File: config.mk
export PLATFORM = sky130hd
export DESIGN_NAME = multicycle_ctrl
export DESIGN_NICKNAME = d
export VERILOG_FILES = /design/src/rtl/multicycle_ctrl.sv
export SDC_FILE = /design/constraint.sdc
export NUM_CORES = 1
export LEC_CHECK = 0
export BUFFER_PORTS_ARGS = -buffer_cell sky130_fd_sc_hd__buf_2
export CAP_MARGIN = 25
export CORE_MARGIN = 10
export CORE_UTILIZATION = 52
export CTS_BUF_LIST = sky130_fd_sc_hd__clkbuf_8 sky130_fd_sc_hd__clkbuf_16
export DETAILED_ROUTE_END_ITERATION = 12
export PLACE_DENSITY = 0.85
export SYNTH_ARGS = -nofsm -noshare
export SYNTH_HDL_FRONTEND = slang
export SYNTH_SLANG_ARGS = --single-unit
File: constraint.sdc
create_clock -name CLK -period 3.2 [get_ports CLK]
set_input_delay 0.64 -clock CLK [delete_from_list [all_inputs] [get_ports CLK]]
set_output_delay 0.64 -clock CLK [all_outputs]
set_load 0.005 [all_outputs]
File: src/rtl/multicycle_ctrl.sv
// Multicycle controller for a small RV32I subset (ADDI, ADD, LW, SW, LUI).
// Sequences FETCH/DECODE/EXEC/MEM/WB, traps anything else, and counts retired
// instructions. Strobes are decoded from the current state, so the FETCH and
// MEM handshakes respond to mem_ready in the same cycle.
//
//   state  | meaning
//   -------+-------------------------------------------------------------
//   FETCH  | read instruction; on mem_ready load IR and bump PC
//   DECODE | classify instr and latch the class
//   EXEC   | single ALU cycle with operand selects for the class
//   MEM    | data access for LW/SW, held until mem_ready
//   WB     | register-file write, then back to FETCH
//   TRAP   | unsupported instruction; parked here until reset
module multicycle_ctrl (
  input  logic        CLK,
  input  logic        RST,
  input  logic [31:0] instr,
  input  logic        mem_ready,
  output logic        mem_req,
  output logic        MemRW,
  output logic        IRWrite,
  output logic        PCWrite,
  output logic [1:0]  ImmSel,
  output logic        BSel,
  output logic [1:0]  ALUSel,
  output logic        WBSel,
  output logic        RegWEn,
  output logic        illegal,
  output logic [2:0]  state,
  output logic [31:0] instret
);

  typedef enum logic [2:0] {
    FETCH  = 3'd0,
    DECODE = 3'd1,
    EXEC   = 3'd2,
    MEM    = 3'd3,
    WB     = 3'd4,
    TRAP   = 3'd5
  } state_t;

  typedef enum logic [2:0] {
    CLS_ADDI = 3'd0,
    CLS_ADD  = 3'd1,
    CLS_LW   = 3'd2,
    CLS_SW   = 3'd3,
    CLS_LUI  = 3'd4,
    CLS_BAD  = 3'd5
  } cls_t;

  state_t state_q;
  cls_t   cls_q;
  cls_t   cls_dec;

  logic [6:0] opcode;
  logic [2:0] funct3;
  logic [6:0] funct7;
  logic       unused_instr_bits;

  assign opcode            = instr[6:0];
  assign funct3            = instr[14:12];
  assign funct7            = instr[31:25];
  assign unused_instr_bits = ^{instr[24:15], instr[11:7]};

  assign state   = state_q;
  assign illegal = (state_q == TRAP);

  // Classify the instruction register contents into a supported class.
  always_comb begin
    cls_dec = CLS_BAD;
    case (opcode)
      7'b0010011: if (funct3 == 3'b000) cls_dec = CLS_ADDI;
      7'b0110011: if (funct3 == 3'b000 && funct7 == 7'b0000000) cls_dec = CLS_ADD;
      7'b0000011: if (funct3 == 3'b010) cls_dec = CLS_LW;
      7'b0100011: if (funct3 == 3'b010) cls_dec = CLS_SW;
      7'b0110111: cls_dec = CLS_LUI;
      default:    cls_dec = CLS_BAD;
    endcase
  end

  // State sequencing, class latch and retired-instruction counter.
  always_ff @(posedge CLK) begin
    if (RST) begin
      state_q <= FETCH;
      cls_q   <= CLS_ADDI;
      instret <= 32'd0;
    end else begin
      case (state_q)
        FETCH: begin
          if (mem_ready) state_q <= DECODE;
        end
        DECODE: begin
          cls_q   <= cls_dec;
          state_q <= (cls_dec == CLS_BAD) ? TRAP : EXEC;
        end
        EXEC: begin
          state_q <= (cls_q == CLS_LW || cls_q == CLS_SW) ? MEM : WB;
        end
        MEM: begin
          if (mem_ready) begin
            if (cls_q == CLS_SW) begin
              state_q <= FETCH;
              instret <= instret + 32'd1;
            end else begin
              state_q <= WB;
            end
          end
        end
        WB: begin
          state_q <= FETCH;
          instret <= instret + 32'd1;
        end
        TRAP: begin
          state_q <= TRAP;
        end
        default: begin
          state_q <= FETCH;
        end
      endcase
    end
  end

  // Strobes and datapath selects; reset forces every strobe low.
  always_comb begin
    mem_req = 1'b0;
    MemRW   = 1'b0;
    IRWrite = 1'b0;
    PCWrite = 1'b0;
    RegWEn  = 1'b0;
    WBSel   = 1'b0;
    ImmSel  = 2'b00;
    BSel    = 1'b0;
    ALUSel  = 2'b00;

    if (state_q == EXEC || state_q == MEM || state_q == WB) begin
      case (cls_q)
        CLS_ADDI: begin ImmSel = 2'b00; BSel = 1'b1; ALUSel = 2'b00; end
        CLS_ADD:  begin ImmSel = 2'b00; BSel = 1'b0; ALUSel = 2'b00; end
        CLS_LW:   begin ImmSel = 2'b01; BSel = 1'b1; ALUSel = 2'b00; end
        CLS_SW:   begin ImmSel = 2'b10; BSel = 1'b1; ALUSel = 2'b00; end
        CLS_LUI:  begin ImmSel = 2'b11; BSel = 1'b1; ALUSel = 2'b01; end
        default:  begin ImmSel = 2'b00; BSel = 1'b0; ALUSel = 2'b00; end
      endcase
    end

    if (state_q == WB) WBSel = (cls_q == CLS_LW);

    if (!RST) begin
      case (state_q)
        FETCH: begin
          mem_req = 1'b1;
          IRWrite = mem_ready;
          PCWrite = mem_ready;
        end
        MEM: begin
          mem_req = 1'b1;
          MemRW   = (cls_q == CLS_SW);
        end
        WB: begin
          RegWEn = 1'b1;
        end
        default: begin
          mem_req = 1'b0;
        end
      endcase
    end
  end

endmodule

* Word level (Yosys, flattened, before mapping)
Cells that the tools add are included.
** Operators by class
- Equal/unequal tests :: 18
- Add/sub/neg operators :: 1
- Reductions and logical operators :: 13
- Muxes and demuxes :: 29
** Operators with widths (count)
- 2-to-1 mux 32 bit :: 2
- case mux 32 bit (2 select lines) :: 1
- adder 32 x 1 -> 32 bit, second input constant :: 1
- case mux 3 bit (5 select lines) :: 2
- 2-to-1 mux 3 bit :: 9
- equality test 7 x 6 -> 1 bit, second input constant :: 3
- equality test 3 x 2 -> 1 bit, second input constant :: 5
- 2-to-1 mux 1 bit :: 13
- equality test 3 bit, second input constant :: 4
- zero test 3 bit :: 3
- equality test 7 x 2 -> 1 bit, second input constant :: 1
- equality test 7 x 5 -> 1 bit, second input constant :: 1
- zero test 7 bit :: 1
- != test 2 bit, second input constant :: 3
- case mux 2 bit (3 select lines) :: 1
- OR reduction 4 bit :: 1
- equality test 3 x 1 -> 1 bit, second input constant :: 1
- logical OR 1 bit :: 3
- AND reduction 3 bit :: 1
- 2-to-1 mux 2 bit :: 1
- AND reduction 2 bit :: 1
- nonzero test 2 bit :: 1
- OR reduction 2 bit :: 1
- logical AND 1 bit :: 1
** Storage, ports and cells
- Flip-flop bits (word level) :: 38
- Logic and storage cells :: 64
- Output and inout port bits :: 47
- Bits of input ports :: 35

* Longest topological paths before layout
- Depth in word-level cells :: 7
- Mapped depth :: 8
- Depth with buffers taken out :: 5

* Worst setup path after synthesis
Ideal clock, no wire load.
- Path type :: input port to output port
- Start point :: input port RST
- End point :: output port RegWEn
- Data required time :: 2560 ps
- Stages on the path :: 4
- Arrival time :: 1504 ps
- Path slack :: 1056 ps
- Path buffers :: 3
- Cell sequence :: clkbuf_1 -> clkbuf_1 -> buf_1 -> nor2_1
** On the way
- Longest elaborated chain between the ends :: 1
** RTL lines
- start: declaration :: RTL line 16 : input logic RST,
- 2-to-1 mux 1 bit :: RTL line 148 : if (!RST) begin
- end: declaration :: RTL line 27 : output logic RegWEn,
No other way between the ends.

* Worst setup path in the final report
- Start point :: register state_q[2], in the netlist state[2]
- End point :: output port ImmSel[0]
** On the way
- Longest elaborated chain between the ends :: 4
- Elaborated cells between the ends (all ways) :: 6
- Those cells by class :: eq/ne (3); mux (1); reduce/logical (2)
** RTL lines
- start: declaration :: RTL line 51 : state_t state_q;
- start signal: assignment :: RTL line 94 : state_q <= (cls_dec == CLS_BAD) ? TRAP : EXEC;
- start signal: assignment :: RTL line 97 : state_q <= (cls_q == CLS_LW || cls_q == CLS_SW) ? MEM : WB;
- equality test 3 x 2 -> 1 bit :: RTL line 135 : if (state_q == EXEC || state_q == MEM || state_q == WB) begin
- logical OR 1 bit :: RTL line 135
- logical OR 1 bit (*) :: RTL line 135
- 2-to-1 mux 2 bit (*) :: RTL line 135
- end: declaration :: RTL line 23 : output logic [1:0] ImmSel,
Mark *: on every way between the ends. The rest lies on a longest branch, timed or not.

==> impl_results.md <==
* Actual slew at the worst max-slew pin at 0.608 ns
* Fin nets at 353
* Post CTS Setup Buffer Count at 0
* End of the critical path: ImmSel[0]
* Switching power at 239 uW
* Most common cell after layout, fill and taps aside: buf_2
* Vias in the first global route at 2015
* Slew Limit Fails at 0
* Detailed Route WL at 5320 um
* Clk pwr share at 46.2%
* Die W at 83.4 um
* Dpl cell area at 2420 um2
* Power density over the cells at 425 nW/um2
* Worst path arrival time at 1.84 ns
* Global route overflow at 0
* FF+latch count, synth at 38
* Number of buffers created by CTS at 5
* Switching Share at 21.9%
* First drt pass iteration count at 4
* Crit Path Class: flop to output port
* CORE AREA at 3770 um2
* Average wire per standard cell at 14.5 um
* Hold Buf Count CTS at 0
* Number of diodes at 0
* Combinational share of power at 8.6%
* First-pass GRT wire length at 8870 um
* Ys async rst share at 0%
* RSZ-0062 raised after global routing: no
* Mapped Nets at 293
* Ys flop type: dfxtp_1
* Crit-path max FO at 13
* Initial Util at 55.4%
* Worst-path clk slew at 0.07 ns
* Num ports at 82
* Critical R2R Launch: state[0]$_SDFFE_PP0P_
* Worst skew pair latency at 0.29 ns
* Row cnt at 22
* Largest net degree at the start of global routing at 30
* Shortest period the worst path allows at 2.48 ns
* DPL Wire Length at 3980 um
* R2r endpoint: instret[30]$_SDFFE_PP0P_
* Setup_tns at 0 ns
* Die Y at 83.4 um
* MaxCap Viol Count at 0
* I/O Buffers at 65
* CP Buf/Inv Count at 1
* CP delay by family, top: simple AND/OR/NAND/NOR gates
* Post-synth EDFFs at 0
* RD Place Congestion at 0.776
* DR vias/cell at 5.66
* Worst setup SP type: flop
* Mapped Area at 2090 um2
* CTS tree: yes
* Yosys warns at 0
* Sequential area share after synthesis at 36.4%
* R2R Setup Slk at 1.00 ns
* CP cell instances: or3b_4 -> o21a_1 -> nor3_1 -> buf_2
* Count of final setup violators at 0
* Final Instance Area at 2570 um2
* Initial DRC count at 70
* Worst min-delay path class: flop to flop
* Final Cycle Share at 77.4%
* Mean Syn Cell Area at 8.13 um2
* Commonest cells after routing, fill and taps aside: buf_2, dfxtp_1, nor2_1, a21oi_1
* Final Hold Fails at 0
* Status: finished, final reports clean
* GRT Overall Usage at 14.6%
* Max Buffers Root-to-Sink at 2
* VDD IR max at 0.193 mV
* CP Depth at 4
* Final routed DRC violation total at 0
* Worst Path Required at 2.56 ns
* Slowest stage delay, CP at 0.56 ns
* CTS H-tree lvls at 2
* Die area at 6950 um2
* Total number of vias at 2071
* Int Pwr at 853 uW
* Post-cts gate resize count at 0
* CTS root buf: clkbuf_8
* Routed Antenna Nets at 0
* Post-Synthesis Cells at 257
* Synth-to-Final Area Change at 22.9%
* CP Capture Type: output port
* Layout cell share with drive strength beyond 1 at 27.4%
* CP startpoint: state[2]$_SDFFE_PP0P_
* Seq pwr share at 45.2%
* Relative slew slack at 59.2%
* Distinct cells, synth at 50
* Setup Skew at 0.00774 ns
* Max Freq at 404 MHz
* CP max-delay cell: dfxtp_1
* LEAKAGE at 0.00110 uW
* Worst R2R Path Depth at 5
* Antenna violations before repair at 0
* Num Clock Sinks at 38
synthesized netlist by cell type, drive strengths merged, types with 3 or more instances:
cell type | number | area, um2
dfxtp | 38 | 761
a21oi | 19 | 95.1
nor2b | 3 | 18.8
nor3 | 9 | 50.1
nor2 | 36 | 135
nand4 | 16 | 115
and3 | 8 | 51.3
or3 | 11 | 68.8
nand2 | 15 | 56.3
clkbuf | 7 | 26.3
o21ai | 14 | 81.3
nor4 | 6 | 52.6
xor2 | 14 | 123
inv | 6 | 22.5
buf | 7 | 38.8
xnor2 | 6 | 52.6
nand3 | 13 | 75.1
worst min-delay path by stage:
stage                                   startpoint                        to  slack, ns  depth (start not counted)
after floorplan           instret[31]$_SDFFE_PP0P_  instret[31]$_SDFFE_PP0P_       0.47                          2
after global placement    instret[31]$_SDFFE_PP0P_  instret[31]$_SDFFE_PP0P_       0.46                          2
after detailed placement  instret[31]$_SDFFE_PP0P_  instret[31]$_SDFFE_PP0P_       0.48                          2
after CTS                 instret[31]$_SDFFE_PP0P_  instret[31]$_SDFFE_PP0P_       0.49                          2
after global routing      instret[31]$_SDFFE_PP0P_  instret[31]$_SDFFE_PP0P_       0.50                          2
final                     instret[31]$_SDFFE_PP0P_  instret[31]$_SDFFE_PP0P_       0.48                          2
tightest hold or removal path, delay by kind of cell (launching register included):
kind            cells  cell delay (ns)
compound gates      2             0.12
flops               1             0.32
power groups by stage:
stage               registers [uW]  logic [uW]  clock network [uW]
floorplan                      497        64.7                   0
global placement               504        90.9                   0
detailed placement             504        92.7                   0
CTS                            493        93.9                 513
global route                   495         104                 532
finish                         494        93.6                 504
cell families (layout without fill, tap and decap cells):
| group | Yosys count | after routing | share of synthesized area (%) |
|---|---|---|---|
| and+or+nand+nor | 128 | 128 | 35.0 |
| AOI/OAI and AO/OA | 46 | 46 | 13.8 |
| DFF | 38 | 38 | 36.4 |
| xor gates and xnor gates | 20 | 20 | 8.38 |
| buffers and inverters | 20 | 81 | 4.19 |
| muxes | 3 | 3 | 1.50 |
| adders and majority gates | 1 | 1 | 0.599 |
| other | 1 | 1 | 0.179 |
stage by stage:
step	std cells	util [%]	hold slack (ns)	setup slack, ns	power, uW
after floorplan	257	-	0.468	1.06	562
after global placement	358	64.3	0.460	0.890	595
after detailed placement	358	64.3	0.478	0.843	597
after CTS	366	68.1	0.489	0.732	1100
after global routing	366	68.1	0.504	0.611	1130
final	366	68.1	0.484	0.723	1090
registers in the layout (all words and copies together) (netlist names):
name / cells
state: 3
instret: 32
cls_q: 3
final cells by class:
class / count / area [um2]
Tap cell: 48 / 60.1
Multi-Input combinational cell: 199 / 1240
Clock inverter: 2 / 60.1
Sequential cell: 38 / 761
Inverter: 6 / 22.5
Timing Repair Buffer: 67 / 340
Fill cell: 309 / 1200
Clock buffer: 6 / 82.6
layer usage:
metal	routed length [um]	vias up	track usage, %	part of all wire, %
li1	-	1050	-	-
met1	2370	937	16.0	45
met2	2460	71	24.9	46
met3	385	13	5.37	7.2
met4	97	0	5.69	1.8
met5	0	-	0	0
No activity file was read; power rests on OpenSTA's default activity.
